<file path="config.mk">
export PLATFORM = sky130hd
export DESIGN_NAME = dram_rst_sequencer_flat
export DESIGN_NICKNAME = d
export VERILOG_FILES = /design/src/rtl/dram_rst_sequencer_if.sv /design/src/rtl/dram_rst_sequencer.sv /design/src/flat_wrapper.sv
export SDC_FILE = /design/constraint.sdc
export NUM_CORES = 1
export LEC_CHECK = 0
export ABC_AREA = 1
export ABC_CLOCK_PERIOD_IN_PS = 4380
export CAP_MARGIN = 20
export CORE_UTILIZATION = 45
export CTS_CLUSTER_DIAMETER = 30
export DETAILED_ROUTE_END_ITERATION = 6
export PLACE_DENSITY = 0.66
export SKIP_LAST_GASP = 1
export SYNTH_ARGS = -nofsm -noshare
export SYNTH_HDL_FRONTEND = slang
export SYNTH_SLANG_ARGS = --single-unit
</file>
<file path="constraint.sdc">
create_clock -name clk_166_67_mhz -period 4.38 [get_ports clk_166_67_mhz]
set_input_delay 0.657 -clock clk_166_67_mhz [delete_from_list [all_inputs] [get_ports clk_166_67_mhz]]
set_output_delay 0.657 -clock clk_166_67_mhz [all_outputs]
set_load 0.05 [all_outputs]
</file>
<file path="src/rtl/dram_rst_sequencer_if.sv">
// Handshake/status bundle between the DDR3 reset sequencer and its surroundings.
// The slave side is the sequencer. The master side is the DRAM wrapper, GPIO and debug.
interface dram_rst_sequencer_if #(
   parameter int RW = 2
);
   logic          i_init_calib_complete;
   logic          i_soft_rst;
   logic          o_sys_rst;
   logic          o_calib_done;
   logic          o_fail;
   logic [RW-1:0] o_retry_cnt;
   logic [2:0]    o_state;

   modport master (
      output i_init_calib_complete,
      output i_soft_rst,
      input  o_sys_rst,
      input  o_calib_done,
      input  o_fail,
      input  o_retry_cnt,
      input  o_state
   );

   modport slave (
      input  i_init_calib_complete,
      input  i_soft_rst,
      output o_sys_rst,
      output o_calib_done,
      output o_fail,
      output o_retry_cnt,
      output o_state
   );
endinterface

</file>
<file path="src/rtl/dram_rst_sequencer.sv">
// DDR3 reset/calibration sequencer: holds sys_rst for a minimum time and watches calibration.
// It retries a bounded number of times, then latches a sticky failure flag.
module dram_rst_sequencer #(
   parameter int HOLD_CYCLES   = 16,
   parameter int CALIB_TIMEOUT = 33_334_000,
   parameter int MAX_RETRY     = 3,
   parameter int SYNC_STAGES   = 2
) (
   input  logic                  clk_166_67_mhz,
   input  logic                  dram_rstx_async,
   dram_rst_sequencer_if.slave   bus
);
   localparam int RW      = $clog2(MAX_RETRY + 1);
   localparam int CNT_MAX = (HOLD_CYCLES > CALIB_TIMEOUT) ? HOLD_CYCLES : CALIB_TIMEOUT;
   localparam int CW      = $clog2(CNT_MAX);

   typedef enum logic [1:0] {
      ST_HOLD       = 2'd0,
      ST_WAIT_CALIB = 2'd1,
      ST_RUN        = 2'd2,
      ST_FAIL       = 2'd3
   } state_t;

   logic [1:0]             rst_sync_q;
   logic                   rst_i;
   logic [SYNC_STAGES-1:0] calib_sync_q;
   logic                   calib_s;

   state_t        state_q, state_d;
   logic [CW-1:0] cnt_q, cnt_d;
   logic [RW-1:0] retry_q, retry_d;
   logic          sys_rst_q, calib_done_q, fail_q;
   logic [2:0]    state_out_q;

   // Reset assertion is immediate; release is synchronised to the clock.
   always_ff @(posedge clk_166_67_mhz or negedge dram_rstx_async) begin
      if (!dram_rstx_async) rst_sync_q <= 2'b11;
      else                  rst_sync_q <= {rst_sync_q[0], 1'b0};
   end
   assign rst_i = rst_sync_q[1];

   genvar gi;
   generate
      for (gi = 0; gi < SYNC_STAGES; gi++) begin : g_calib_sync
         always_ff @(posedge clk_166_67_mhz or negedge dram_rstx_async) begin
            if (!dram_rstx_async) calib_sync_q[gi] <= 1'b0;
            else if (gi == 0)     calib_sync_q[gi] <= bus.i_init_calib_complete;
            else                  calib_sync_q[gi] <= calib_sync_q[(gi == 0) ? 0 : gi-1];
         end
      end
   endgenerate
   assign calib_s = calib_sync_q[SYNC_STAGES-1];

   always_comb begin
      state_d = state_q;
      cnt_d   = cnt_q + 1'b1;
      retry_d = retry_q;
      if (bus.i_soft_rst) begin
         state_d = ST_HOLD;
         cnt_d   = '0;
         retry_d = '0;
      end else begin
         case (state_q)
            ST_HOLD: begin
               if (cnt_q == CW'(HOLD_CYCLES - 1)) begin
                  state_d = ST_WAIT_CALIB;
                  cnt_d   = '0;
               end
            end
            ST_WAIT_CALIB: begin
               // Calibration seen in the timeout cycle still wins.
               if (calib_s) begin
                  state_d = ST_RUN;
                  cnt_d   = '0;
               end else if (cnt_q == CW'(CALIB_TIMEOUT - 1)) begin
                  cnt_d = '0;
                  if (retry_q == RW'(MAX_RETRY)) begin
                     state_d = ST_FAIL;
                  end else begin
                     state_d = ST_HOLD;
                     retry_d = retry_q + 1'b1;
                  end
               end
            end
            ST_RUN: begin
               cnt_d = '0;
               if (!calib_s) begin
                  if (retry_q == RW'(MAX_RETRY)) begin
                     state_d = ST_FAIL;
                  end else begin
                     state_d = ST_HOLD;
                     retry_d = retry_q + 1'b1;
                  end
               end
            end
            default: cnt_d = '0;
         endcase
      end
   end

   // Outputs are decoded from the next state so they move on the same edge as the state.
   always_ff @(posedge clk_166_67_mhz or negedge dram_rstx_async) begin
      if (!dram_rstx_async) begin
         state_q      <= ST_HOLD;
         cnt_q        <= '0;
         retry_q      <= '0;
         sys_rst_q    <= 1'b1;
         calib_done_q <= 1'b0;
         fail_q       <= 1'b0;
         state_out_q  <= 3'd0;
      end else if (rst_i) begin
         state_q      <= ST_HOLD;
         cnt_q        <= '0;
         retry_q      <= '0;
         sys_rst_q    <= 1'b1;
         calib_done_q <= 1'b0;
         fail_q       <= 1'b0;
         state_out_q  <= 3'd0;
      end else begin
         state_q      <= state_d;
         cnt_q        <= cnt_d;
         retry_q      <= retry_d;
         sys_rst_q    <= (state_d == ST_HOLD) || (state_d == ST_FAIL);
         calib_done_q <= (state_d == ST_RUN);
         fail_q       <= (state_d == ST_FAIL);
         state_out_q  <= {1'b0, state_d};
      end
   end

   assign bus.o_sys_rst    = sys_rst_q;
   assign bus.o_calib_done = calib_done_q;
   assign bus.o_fail       = fail_q;
   assign bus.o_retry_cnt  = retry_q;
   assign bus.o_state      = state_out_q;
endmodule

</file>
<file path="src/flat_wrapper.sv">
// flat-port wrapper written by rule: the top's interface ports become plain ports
module dram_rst_sequencer_flat 
#(
   parameter int HOLD_CYCLES   = 16,
   parameter int CALIB_TIMEOUT = 33_334_000,
   parameter int MAX_RETRY     = 3,
   parameter int SYNC_STAGES   = 2
)
  (clk_166_67_mhz, dram_rstx_async, bus_i_init_calib_complete, bus_i_soft_rst, bus_o_sys_rst, bus_o_calib_done, bus_o_fail, bus_o_retry_cnt, bus_o_state);
  dram_rst_sequencer_if #(.RW(2)) bus_i ();
  input  logic clk_166_67_mhz;
  input  logic dram_rstx_async;
  input wire logic [$bits(bus_i.i_init_calib_complete)-1:0] bus_i_init_calib_complete;
  input wire logic [$bits(bus_i.i_soft_rst)-1:0] bus_i_soft_rst;
  output wire logic [$bits(bus_i.o_sys_rst)-1:0] bus_o_sys_rst;
  output wire logic [$bits(bus_i.o_calib_done)-1:0] bus_o_calib_done;
  output wire logic [$bits(bus_i.o_fail)-1:0] bus_o_fail;
  output wire logic [$bits(bus_i.o_retry_cnt)-1:0] bus_o_retry_cnt;
  output wire logic [$bits(bus_i.o_state)-1:0] bus_o_state;
  assign bus_i.i_init_calib_complete = bus_i_init_calib_complete;
  assign bus_i.i_soft_rst = bus_i_soft_rst;
  assign bus_o_sys_rst = bus_i.o_sys_rst;
  assign bus_o_calib_done = bus_i.o_calib_done;
  assign bus_o_fail = bus_i.o_fail;
  assign bus_o_retry_cnt = bus_i.o_retry_cnt;
  assign bus_o_state = bus_i.o_state;
  dram_rst_sequencer #(.HOLD_CYCLES(HOLD_CYCLES), .CALIB_TIMEOUT(CALIB_TIMEOUT), .MAX_RETRY(MAX_RETRY), .SYNC_STAGES(SYNC_STAGES)) u_core (.clk_166_67_mhz(clk_166_67_mhz), .dram_rstx_async(dram_rstx_async), .bus(bus_i));
endmodule
</file>
Word-level counts from Yosys, hierarchy flattened --
Cells that the tools add are included. W data, S select, Z words.
Storage, ports and cells: bits in registers 38, logic and storage cells 52, output and inout port bits 8, input bits 4
Operators by class: equality and inequality tests 10, multiplexer cells 25, $add $sub $neg 2, reductions and logical operators 5
Operator list (count):
- $mux W25 | 5
- $pmux W25 S2 | 1
- $mux W2 | 14
- $add A25 B1 Y25 const B | 1
- $eq A25 B25 Y1 const B | 1
- $eq A25 B4 Y1 const B | 1
- $eq A2 B2 Y1 const B | 4
- $ne A4 B3 Y1 const B | 2
- $pmux W2 S3 | 1
- $logic_not A2 Y1 | 2
- $ne A4 B2 Y1 const B | 1
- $pmux W2 S2 | 1
- $reduce_and A4 Y1 | 1
- $reduce_bool A4 Y1 | 1
- $mux W1 | 3
- $add A2 B1 Y2 const B | 1
- $eq A2 B1 Y1 const B | 1
- $logic_or A1 B1 Y1 | 1

Depth between registers and ports, before layout --
Gate-level depths: netlist of the first run.
word-level depth 9, mapped depth 15, gate-level depth less buffers 15

Worst setup path after synthesis of the first run --
Ideal clock, no wire load.
path type reg-to-reg, start reg u_core.cnt_q[0], end reg u_core.sys_rst_q (netlist: u_core.bus.o_sys_rst), buffers on the path 0, data required time 4320 ps, data arrival time 1694 ps, setup time 60 ps, path slack 2626 ps, stages on the path, launching flop included 15, clock period less this slack 1754 ps, cell sequence dfrtp_1 ha_1 nand3_2 inv_2 nand2_1 nor2_2 nand2_1 nand2_2 nand2_1 nand2_1 nand2_1 nand2_1 inv_1 ha_1 nand2_1
Between the ends: word-level cells in the longest chain between the ends 8, elaborated cells between the ends (all ways) 11, those cells by class eq/ne (3); mux (6); reduce/logical (2)
Ends and longest elaborated chain:
- start: declaration | line dram_rst_sequencer.sv:30 | logic [CW-1:0] cnt_q, cnt_d;
- start signal: assignment | line dram_rst_sequencer.sv:121 | cnt_q <= cnt_d;
- $eq A25 B25 Y1 | line dram_rst_sequencer.sv:75 | end else if (cnt_q == CW'(CALIB_TIMEOUT - 1)) begin
- $mux W2 | line dram_rst_sequencer.sv:75
- $mux W2 | line dram_rst_sequencer.sv:72 | if (calib_s) begin
- $pmux W2 S3 * | line dram_rst_sequencer.sv:63 | case (state_q)
- $mux W2 * | line dram_rst_sequencer.sv:58 | if (bus.i_soft_rst) begin
- $eq A2 B2 Y1 or $logic_not A2 Y1 (tied branches) | line dram_rst_sequencer.sv:123 | sys_rst_q <= (state_d == ST_HOLD) || (state_d == ST_FAIL);
- $logic_or A1 B1 Y1 * | line dram_rst_sequencer.sv:123
- $mux W1 * | line dram_rst_sequencer.sv:111 | end else if (rst_i) begin
- end signal: assignment | line dram_rst_sequencer.sv:123
- end: declaration | line dram_rst_sequencer.sv:32 | logic sys_rst_q, calib_done_q, fail_q;
Mark *: on every way between the ends. The rest lies on a longest branch, timed or not. A chain may end at the register's enable or synchronous reset.

Final worst setup path of the first run --
start reg u_core.sys_rst_q (netlist: u_core.bus.o_sys_rst), end out bus_o_sys_rst
RTL lines:
- end: declaration | line flat_wrapper.sv:15 | output wire logic [$bits(bus_i.o_sys_rst)-1:0] bus_o_sys_rst;
No word-level cell between the ends.

==> flow_summary.toml, run 1 <==
[detailed_routing]
avgRoutedWirePerCell_um = 12.0
drc_errors = 0
finalWirelength_um = 4210
via_count = 1715
antenna_left = 0
first_pass_iters = 4
viasPerCell = 4.90
drtIter0Drc = 83

[sta]
tns_ns = 0
hold_viol = 0
fmax_ghz = 0.445
clock_skew_ns = 0.00579
tightest_slew_ns = 0.774
whs_ns = 0.350
finalCritPeriodShare_pct = 51.3
finalMaxSlewViolations = 0
setup_violations = 0
relSlewSlack_pct = 48.4
rsz0062_at_grt = "no"
fin_ws_ns = 2.13
min_period_ns = 2.25

[cts]
cts-root-buf = "clkbuf_8"
clock_sinks = 36
clockBufferDepth = 2
cts_tree = "yes"
post_cts_resized = 0
clk_pin_slew_worst_paths_ns = 0.07
postCtsHoldBufs = 0
clkLatencyLatePin_ns = 0.29
htreeDepth = 2
post_cts.repair.setup_buffers = 0
cts-buffers-inserted = 5

[pwr]
ir_worst_vdd_mv = 0.171
leakagePower_nw = 1.00
powerDensity_mw_per_mm2 = 261
p_total_uw = 599

[cells_and_area]
area_delta_synth_final_pct = 11.0
final_nets = 305
final_cells = 350
mostFrequentLayoutCells = "66 x nand2_1, 61 x nor2_1, 37 x inv_1"
diodes = 0
drive_gt1_share_pct = 7.38
fill_cells = 443
final_common_cell = "nand2_1"

[setup_path]
crit_start = "u_core.bus.o_sys_rst"
cp_cell_sequence = "clkdlybuf4s50_1"
arrival_ns = 1.59
cp.depth = 1
crit_family = "buffers and inverters"
critPathBufInv = 1
critPathCapture = "bus_o_sys_rst"
crit_path_top_delay_cell = "clkdlybuf4s50_1"
cpPeakStageDelay_ns = 0.79
cp-start-kind = "flip-flop"
r2r_slack_ns = 2.44
reg2reg_to = "u_core.bus.o_sys_rst"
reg2reg_depth = 14
crit-reg2reg-launch = "u_core.cnt_q[0]"
cp-end-kind = "output port"
path_class = "reg -> out"
required_ns = 3.72
cp_max_fo = 1

[die]
die_w_um = 69.7
die_area_mm2 = 0.00486
start_util_pct = 47.1
core_mm2 = 0.00438
std_cell_rows = 24
die_y_um = 69.7
ioPinCount = 12

[global_route]
grt_pass1_wl_um = 7700
grt_remaining_overflow = 0
grt_usage_pct = 20.0
grt_max_degree = 37
met3_usage_pct = 4.36
met2_usage_pct = 32.3
grt_pass1_vias = 1727
grt_antenna_before_repair = 0
use_met1_pct = 27.1
grt-busiest-layer = "met2"

[synth]
synth_cell_types = 25
syn_area_mm2 = 0.00206
synth_ff_type = "dfrtp_1"
synth_edf_count = 0
ys_warn_count = 0
syn_area_per_cell_um2 = 7.32
ys_async_sr_fraction_pct = 100
ys_seq_elements = 36
synth_cells = 282
ys_seq_area_share_pct = 43.8

[status]
status = "completed"

[min_path]
hold_depth = 0
worstHoldPathType = "reg -> reg"

[flow_run]
drv_cap = 0

[place]
routabilityCongestion = 0.893
dp_cells = 342
portBuffers = 10
hpwlAfterDp_um = 3200
place_ws_ns = 2.38
## registers in the layout, summed over array words and instances, names as in the netlist
register and count:
u_core.cnt_q 25, u_core.bus.o_retry_cnt 2, u_core.bus.o_state 2, u_core.rst_sync_q 2, u_core.bus.o_calib_done 1, u_core.bus.o_fail 1, u_core.bus.o_sys_rst 1, u_core.calib_s 1
u_core.calib_sync_q 1
## per-layer routing
metal	part of all wire (%)	routed length (um)
met3	4.8	201
met5	0	0
met2	44	1870
met4	1.2	50
met1	50	2090
## cells by family (layout without fill, tap and decap cells)
kind of cell             count (synthesis)  after routing  synth area share, %
XOR/XNOR                                15             15                 6.37
AND/OR/NAND/NOR                        172            172                 35.5
buffers and inverters                   41             56                 8.37
adder cells (fa/ha/maj)                  4              4                 2.43
flip-flops                              36             36                 43.8
other                                    1              2                0.182
AO/OA/AOI/OAI                           13             13                 3.34
## area by class of cell
type                       count  area, um^2  share of cell area (%)
sequential                    36         905                    39.5
inverter                      38         143                    6.23
timing repair buffer          10        95.1                    4.15
tap                           52        65.1                    2.84
multi-input combinational    206         990                    43.2
clock inverter                 2        10.0                   0.437
clock buffer                   6        82.6                    3.61
## Yosys cell counts, types with 4 or more instances
cell type,count,area share (%)
dfrtp_1,33,40
a21oi_1,4,0.97
inv_1,37,6.7
ha_1,4,2.4
nand4_1,4,1.2
xor2_1,9,3.8
nand3_1,18,4.4
nand2_1,66,12
nor2_1,61,11
o21ai_0,7,1.7
nor3_1,14,3.4
xnor2_1,6,2.5
## worst reg2reg max path, cell delays in order (launching register included)
cell and delay, ns:
dfrtp_1 0.39, ha_1 0.26, nand3_2 0.16, inv_2 0.10, nand2_1 0.06, nor2_2 0.09
nand2_1 0.08, nand2_2 0.10, nand2_1 0.06, nand2_1 0.07, nand2_1 0.05, nand2_1 0.08
inv_1 0.04, ha_1 0.27, nand2_1 0.06
## worst min-delay path by stage
stage | start | to | slack, ns
after detailed placement | u_core.calib_sync_q[0] | u_core.calib_s | 0.33
final | u_core.calib_sync_q[0] | u_core.calib_s | 0.35
after floorplan | u_core.calib_sync_q[0] | u_core.calib_s | 0.33
after global placement | u_core.calib_sync_q[0] | u_core.calib_s | 0.33
after CTS | u_core.calib_sync_q[0] | u_core.calib_s | 0.35
after global routing | u_core.calib_sync_q[0] | u_core.calib_s | 0.36
## stage by stage
stage          area, um^2  utilization [%]
6_report             2290             52.2
5_1_grt              2290             52.2
4_1_cts              2290             52.2
3_5_place_dp         2200             50.1
3_3_place_gp         2200             50.1
2_1_floorplan        2070                -
## report_power, final
part           internal [mW]  leakage [nW]  switching, mW
clock                  0.125        0.0510          0.116
sequential             0.336         0.487        0.00205
combinational        0.00394         0.466         0.0152
(Power assumes the default switching activity.)
==> run 2: changes to the inputs <==
--- a/config.mk
+++ b/config.mk
@@ -6,12 +6,12 @@
 export NUM_CORES = 1
 export LEC_CHECK = 0
 export ABC_AREA = 1
-export ABC_CLOCK_PERIOD_IN_PS = 4380
+export ABC_CLOCK_PERIOD_IN_PS = 1850
 export CAP_MARGIN = 20
 export CORE_UTILIZATION = 45
 export CTS_CLUSTER_DIAMETER = 30
 export DETAILED_ROUTE_END_ITERATION = 6
-export PLACE_DENSITY = 0.66
+export PLACE_DENSITY = 0.68
 export SKIP_LAST_GASP = 1
 export SYNTH_ARGS = -nofsm -noshare
 export SYNTH_HDL_FRONTEND = slang
==> constraint.sdc (replaced) <==
create_clock -name clk_166_67_mhz -period 1.85 [get_ports clk_166_67_mhz]
set_input_delay 0.2775 -clock clk_166_67_mhz [delete_from_list [all_inputs] [get_ports clk_166_67_mhz]]
set_output_delay 0.2775 -clock clk_166_67_mhz [all_outputs]
set_load 0.05 [all_outputs]
==> run 2 against run 1 <==
Net effect: hold slack got worse by 0.34 ns; die area unchanged; first-iteration DRC count increased by 130%; sequential power increased by 140%; utilization increased by 3.7 points; final cell count increased by 4.3%; sequential share of layout area decreased by 2.6 points; power increased by 140%; clock skew increased by 0.0072 ns; non-clock buffer count increased by 15; critical path type unchanged; largest cell class unchanged.
==> flow_summary.toml, run 2 (synthesized netlist as in run 1, its figures left out) <==
[sta]
relSlewSlack_pct = 66.3
tightest_slew_ns = 0.504
setup_violations = 0
min_period_ns = 1.78
hold_viol = 0
rsz0062_at_grt = "yes"
whs_ns = 0.00931
finalCritPeriodShare_pct = 96.2
tns_ns = 0
fin_ws_ns = 0.0710
fmax_ghz = 0.562
finalMaxSlewViolations = 0
clock_skew_ns = 0.0130

[pwr]
powerDensity_mw_per_mm2 = 585
p_total_mw = 1.43
leakagePower_nw = 1.10
ir_worst_vdd_mv = 0.324

[setup_path]
cp_max_fo = 4
crit_path_top_delay_cell = "clkdlybuf4s50_1"
cp_cell_sequence = "clkdlybuf4s50_1"
critPathBufInv = 1
required_ns = 1.57
path_class = "reg -> out"
crit_family = "buffers and inverters"
cp-end-kind = "output port"
arrival_ns = 1.50
cpPeakStageDelay_ns = 0.82
cp-start-kind = "flip-flop"

[cells_and_area]
fin_util_pct = 55.9
final_nets = 320
top_register = "u_core.cnt_q"
final_cells = 365
area_delta_synth_final_pct = 18.7
diodes = 0
fill_cells = 404
final_common_cell = "nand2_1"
largest_reg_flops = 25
drive_gt1_share_pct = 15.7
mostFrequentLayoutCells = "62 x nand2_1, 57 x nor2_1, 36 x inv_1"
postLayoutCellArea_mm2 = 0.00245

[status]
status = "completed"

[detailed_routing]
first_pass_iters = 4
drtIter0Drc = 188
viasPerCell = 5.01
via_count = 1830
drc_errors = 0
avgRoutedWirePerCell_um = 12.3
antenna_left = 0
finalWirelength_um = 4500

[cts]
cts-root-buf = "clkbuf_8"
htreeDepth = 2
postCtsHoldBufs = 0
clockBufferDepth = 2
clock_sinks = 36
cts_tree = "yes"
clk_pin_slew_worst_paths_ns = 0.08
cts-buffers-inserted = 5
clkLatencyLatePin_ns = 0.29

[global_route]
met3_usage_pct = 5.52
met2_usage_pct = 30.0
grt-busiest-layer = "met2"
grt_usage_pct = 20.5
grt_pass1_wl_um = 7890
grt_max_degree = 37
grt_remaining_overflow = 0
grt_antenna_before_repair = 0
use_met1_pct = 29.3
grt_pass1_vias = 1693

[die]
ioPinCount = 12
die_area_mm2 = 0.00486
die_w_um = 69.7
std_cell_rows = 24
start_util_pct = 47.1
die_y_um = 69.7
core_mm2 = 0.00438

[place]
place_area_mm2 = 0.00228
hpwlAfterDp_um = 3350
place_ws_ns = 0.0643
dp_cells = 354
routabilityCongestion = 0.919
portBuffers = 10

[flow_run]
drv_cap = 0

[min_path]
worstHoldPathType = "in -> async"
==> run 2: what timing repair did <==
item | in CTS | in global routing
endpoints found under the setup margin | 0 | 29
buffers inserted | 0 | 3
endpoints found under the hold margin | 0 | 0
gates resized for setup | 0 | 15
==> run 2: metal layers <==
layer	routed length (um)	up-vias
met5	0	-
met1	2130	826
met3	280	15
met4	102	0
met2	1990	55
li1	-	934
==> run 2: worst paths after layout <==
check | startpoint | end | slack (ns) | cells past startpoint
max | u_core.bus.o_retry_cnt[0] | bus_o_retry_cnt[0] | 0.07 | 1
min | dram_rstx_async | u_core.cnt_q[19] | 0.009 | 2
max reg2reg | u_core.cnt_q[11] | u_core.bus.o_sys_rst | 0.10 | 12
min reg2reg | u_core.calib_sync_q[0] | u_core.calib_s | 0.36 | 0
max in group asynchronous | dram_rstx_async | u_core.rst_sync_q[0] | 1.48 | 2
min in group clk_166_67_mhz | u_core.calib_sync_q[0] | u_core.calib_s | 0.36 | 0
==> run 2: layout make-up <==
| type | count | area, um^2 | area share, % |
|---|---|---|---|
| clock buffers | 7 | 86.3 | 3.52 |
| clock inverters | 1 | 7.51 | 0.306 |
| inverters | 38 | 143 | 5.82 |
| multi-input cells | 206 | 1040 | 42.4 |
| flip-flops and latches | 36 | 905 | 36.9 |
| well taps | 52 | 65.1 | 2.66 |
| repair buffers | 25 | 205 | 8.38 |
==> run 2: power breakdown <==
part           internal [mW]  leakage [nW]  total (mW)  switching, mW
sequential             0.795         0.487       0.800        0.00506
combinational         0.0155         0.567      0.0547         0.0392
clock                  0.303        0.0445       0.579          0.277
total                   1.11          1.10        1.43          0.321
==> run 3: changes to the inputs <==
--- a/config.mk
+++ b/config.mk
@@ -6,12 +6,12 @@
 export NUM_CORES = 1
 export LEC_CHECK = 0
 export ABC_AREA = 1
-export ABC_CLOCK_PERIOD_IN_PS = 1850
+export ABC_CLOCK_PERIOD_IN_PS = 2300
 export CAP_MARGIN = 20
 export CORE_UTILIZATION = 45
 export CTS_CLUSTER_DIAMETER = 30
 export DETAILED_ROUTE_END_ITERATION = 6
-export PLACE_DENSITY = 0.68
+export PLACE_DENSITY = 0.66
 export SKIP_LAST_GASP = 1
 export SYNTH_ARGS = -nofsm -noshare
 export SYNTH_HDL_FRONTEND = slang
==> constraint.sdc (replaced) <==
create_clock -name clk_166_67_mhz -period 2.3 [get_ports clk_166_67_mhz]
set_input_delay 0.345 -clock clk_166_67_mhz [delete_from_list [all_inputs] [get_ports clk_166_67_mhz]]
set_output_delay 0.345 -clock clk_166_67_mhz [all_outputs]
set_load 0.05 [all_outputs]
==> run 3 against run 2 <==
Net effect: first-iteration DRC count is 56% lower; clock skew fell by 0.0055 ns; combinational power shrank 32%; non-clock buffer count is 15 lower; global-route usage decreased by 0.65 points; critical path depth grew 13; largest power group unchanged.
==> flow_summary.toml, run 3 (synthesized netlist as in run 1, its figures left out) <==
[status]
status = "completed"

[sta]
tns_ns = 0
relSlewSlack_pct = 47.3
whs_ns = 0.136
fmax_ghz = 0.512
hold_viol = 0
finalCritPeriodShare_pct = 85.0
finalMaxSlewViolations = 0
setup_violations = 0
rsz0062_at_grt = "no"
min_period_ns = 1.95
tightest_slew_ns = 0.791
clock_skew_ns = 0.00751
fin_ws_ns = 0.346

[pwr]
power.share.clock_pct = 40.6
p_seq_share_pct = 56.2
leakagePower_nw = 1.00
pwr-share-comb_pct = 3.2
ir_worst_vdd_mv = 0.322
powerDensity_mw_per_mm2 = 500
p_int_uw = 886
power.switching_uw = 259
switching_share_pct = 22.6

[setup_path]
required_ns = 2.53
crit-reg2reg-launch = "u_core.cnt_q[0]"
path_common_cell = "nand2_1"
r2r_slack_ns = 0.35
reg2reg_depth = 14
crit_path_top_delay_cell = "dfrtp_1"
cp_cell_sequence = "ha_1 -> nand3_2 -> inv_2 -> nand2_1 -> nor2_2 -> nand2_1 -> nand2_2 -> nand2_1 -> nand2_1 -> nand2_1 -> nand2_1 -> inv_1 -> ha_1 -> nand2_1"
crit_family = "simple AND/OR/NAND/NOR gates"
cpPeakStageDelay_ns = 0.40
critPathBufInv = 2
arrival_ns = 2.18
reg2reg_to = "u_core.bus.o_sys_rst"
cp-start-kind = "flip-flop"
cp_max_fo = 5
path_class = "reg -> reg"
cp-end-kind = "flip-flop"

[detailed_routing]
drc_errors = 0
viasPerCell = 5.02
finalWirelength_um = 4180
avgRoutedWirePerCell_um = 11.9
via_count = 1757
drtIter0Drc = 83
first_pass_iters = 4
antenna_left = 0

[cells_and_area]
mostFrequentLayoutCells = "66 x nand2_1, 61 x nor2_1, 37 x inv_1"
drive_gt1_share_pct = 7.38
final_common_cell = "nand2_1"
area_delta_synth_final_pct = 11.0
final_nets = 305
final_cells = 350
largest_reg_flops = 25
diodes = 0
top_register = "u_core.cnt_q"

[place]
routabilityCongestion = 0.873
hpwlAfterDp_um = 3220
dp_cells = 342
place_ws_ns = 0.366
portBuffers = 10

[global_route]
grt_usage_pct = 19.9
grt_pass1_wl_um = 7590
grt_antenna_before_repair = 0
grt_pass1_vias = 1694
grt_max_degree = 37
grt_remaining_overflow = 0

[cts]
postCtsHoldBufs = 0
clk_pin_slew_worst_paths_ns = 0.08
post_cts.repair.setup_buffers = 0
cts-root-buf = "clkbuf_8"
clock_sinks = 36
clkLatencyLatePin_ns = 0.29
cts_tree = "yes"
htreeDepth = 2
post_cts_resized = 0
clockBufferDepth = 2
cts-buffers-inserted = 5

[die]
core_mm2 = 0.00438
start_util_pct = 47.1
std_cell_rows = 24
die_w_um = 69.7
ioPinCount = 12
die_y_um = 69.7
die_area_mm2 = 0.00486

[flow_run]
drv_cap = 0

[min_path]
worstHoldPathType = "in -> async"
[run 3: changes by cell type in the layout (fill, tap and decap cells not counted), moves of 2 or more]
cell | before | now
clkdlybuf4s50_1 | 6 | 9
nand2_2 | 6 | 2
nor2_1 | 57 | 61
nand2_1 | 62 | 66
buf_4 | 17 | 0
clkinv_2 | 0 | 2
nor2_2 | 6 | 3
[run 3: worst max path at each step]
stage | startpoint | endpoint | slack, ns | cells after the start
2_1_floorplan | u_core.cnt_q[0] | u_core.bus.o_sys_rst | 0.55 | 14
3_3_place_gp | u_core.cnt_q[0] | u_core.bus.o_sys_rst | 0.44 | 14
3_5_place_dp | u_core.cnt_q[0] | u_core.bus.o_sys_rst | 0.37 | 14
4_1_cts | u_core.cnt_q[0] | u_core.bus.o_sys_rst | 0.35 | 14
5_1_grt | u_core.cnt_q[0] | u_core.bus.o_sys_rst | 0.15 | 14
6_report | u_core.cnt_q[0] | u_core.bus.o_sys_rst | 0.35 | 14
[run 3: cell type report]
type | count | area [um^2]
Sequential cell | 36 | 905
Fill cell | 439 | 2090
Multi-Input combinational cell | 206 | 990
Clock inverter | 2 | 10.0
Inverter | 38 | 143
Clock buffer | 6 | 82.6
Tap cell | 52 | 65.1
Timing Repair Buffer | 10 | 95.1
[run 3: routing by layer]
metal	up-vias	global-route usage (%)	share of wire (%)
li1	900	-	-
met1	809	28.3	50
met2	39	30.0	44
met3	9	3.49	4.6
met4	0	8.22	2.0
met5	-	0	0
[run 3: power by group through the flow]
stage	clock network, mW	registers (mW)	logic (mW)
6_report	0.465	0.643	0.0370
5_1_grt	0.504	0.644	0.0436
4_1_cts	0.476	0.643	0.0386
3_5_place_dp	0	0.655	0.0384
3_3_place_gp	0	0.655	0.0382
2_1_floorplan	0	0.655	0.0223
[run 3: stage by stage]
stage	cell area (um^2)	util [%]	total power, mW
after global placement	2200	50.1	0.693
after floorplan	2070	-	0.677
final	2290	52.2	1.15
after CTS	2290	52.2	1.16
after global routing	2290	52.2	1.19
after detailed placement	2200	50.1	0.694
[run 3: worst reg2reg max path, stage by stage, from the launching register on]
cell,delay [ns]
dfrtp_1,0.40
ha_1,0.26
nand3_2,0.16
inv_2,0.10
nand2_1,0.06
nor2_2,0.09
nand2_1,0.08
nand2_2,0.11
nand2_1,0.06
nand2_1,0.07
nand2_1,0.05
nand2_1,0.08
inv_1,0.05
ha_1,0.27
nand2_1,0.07
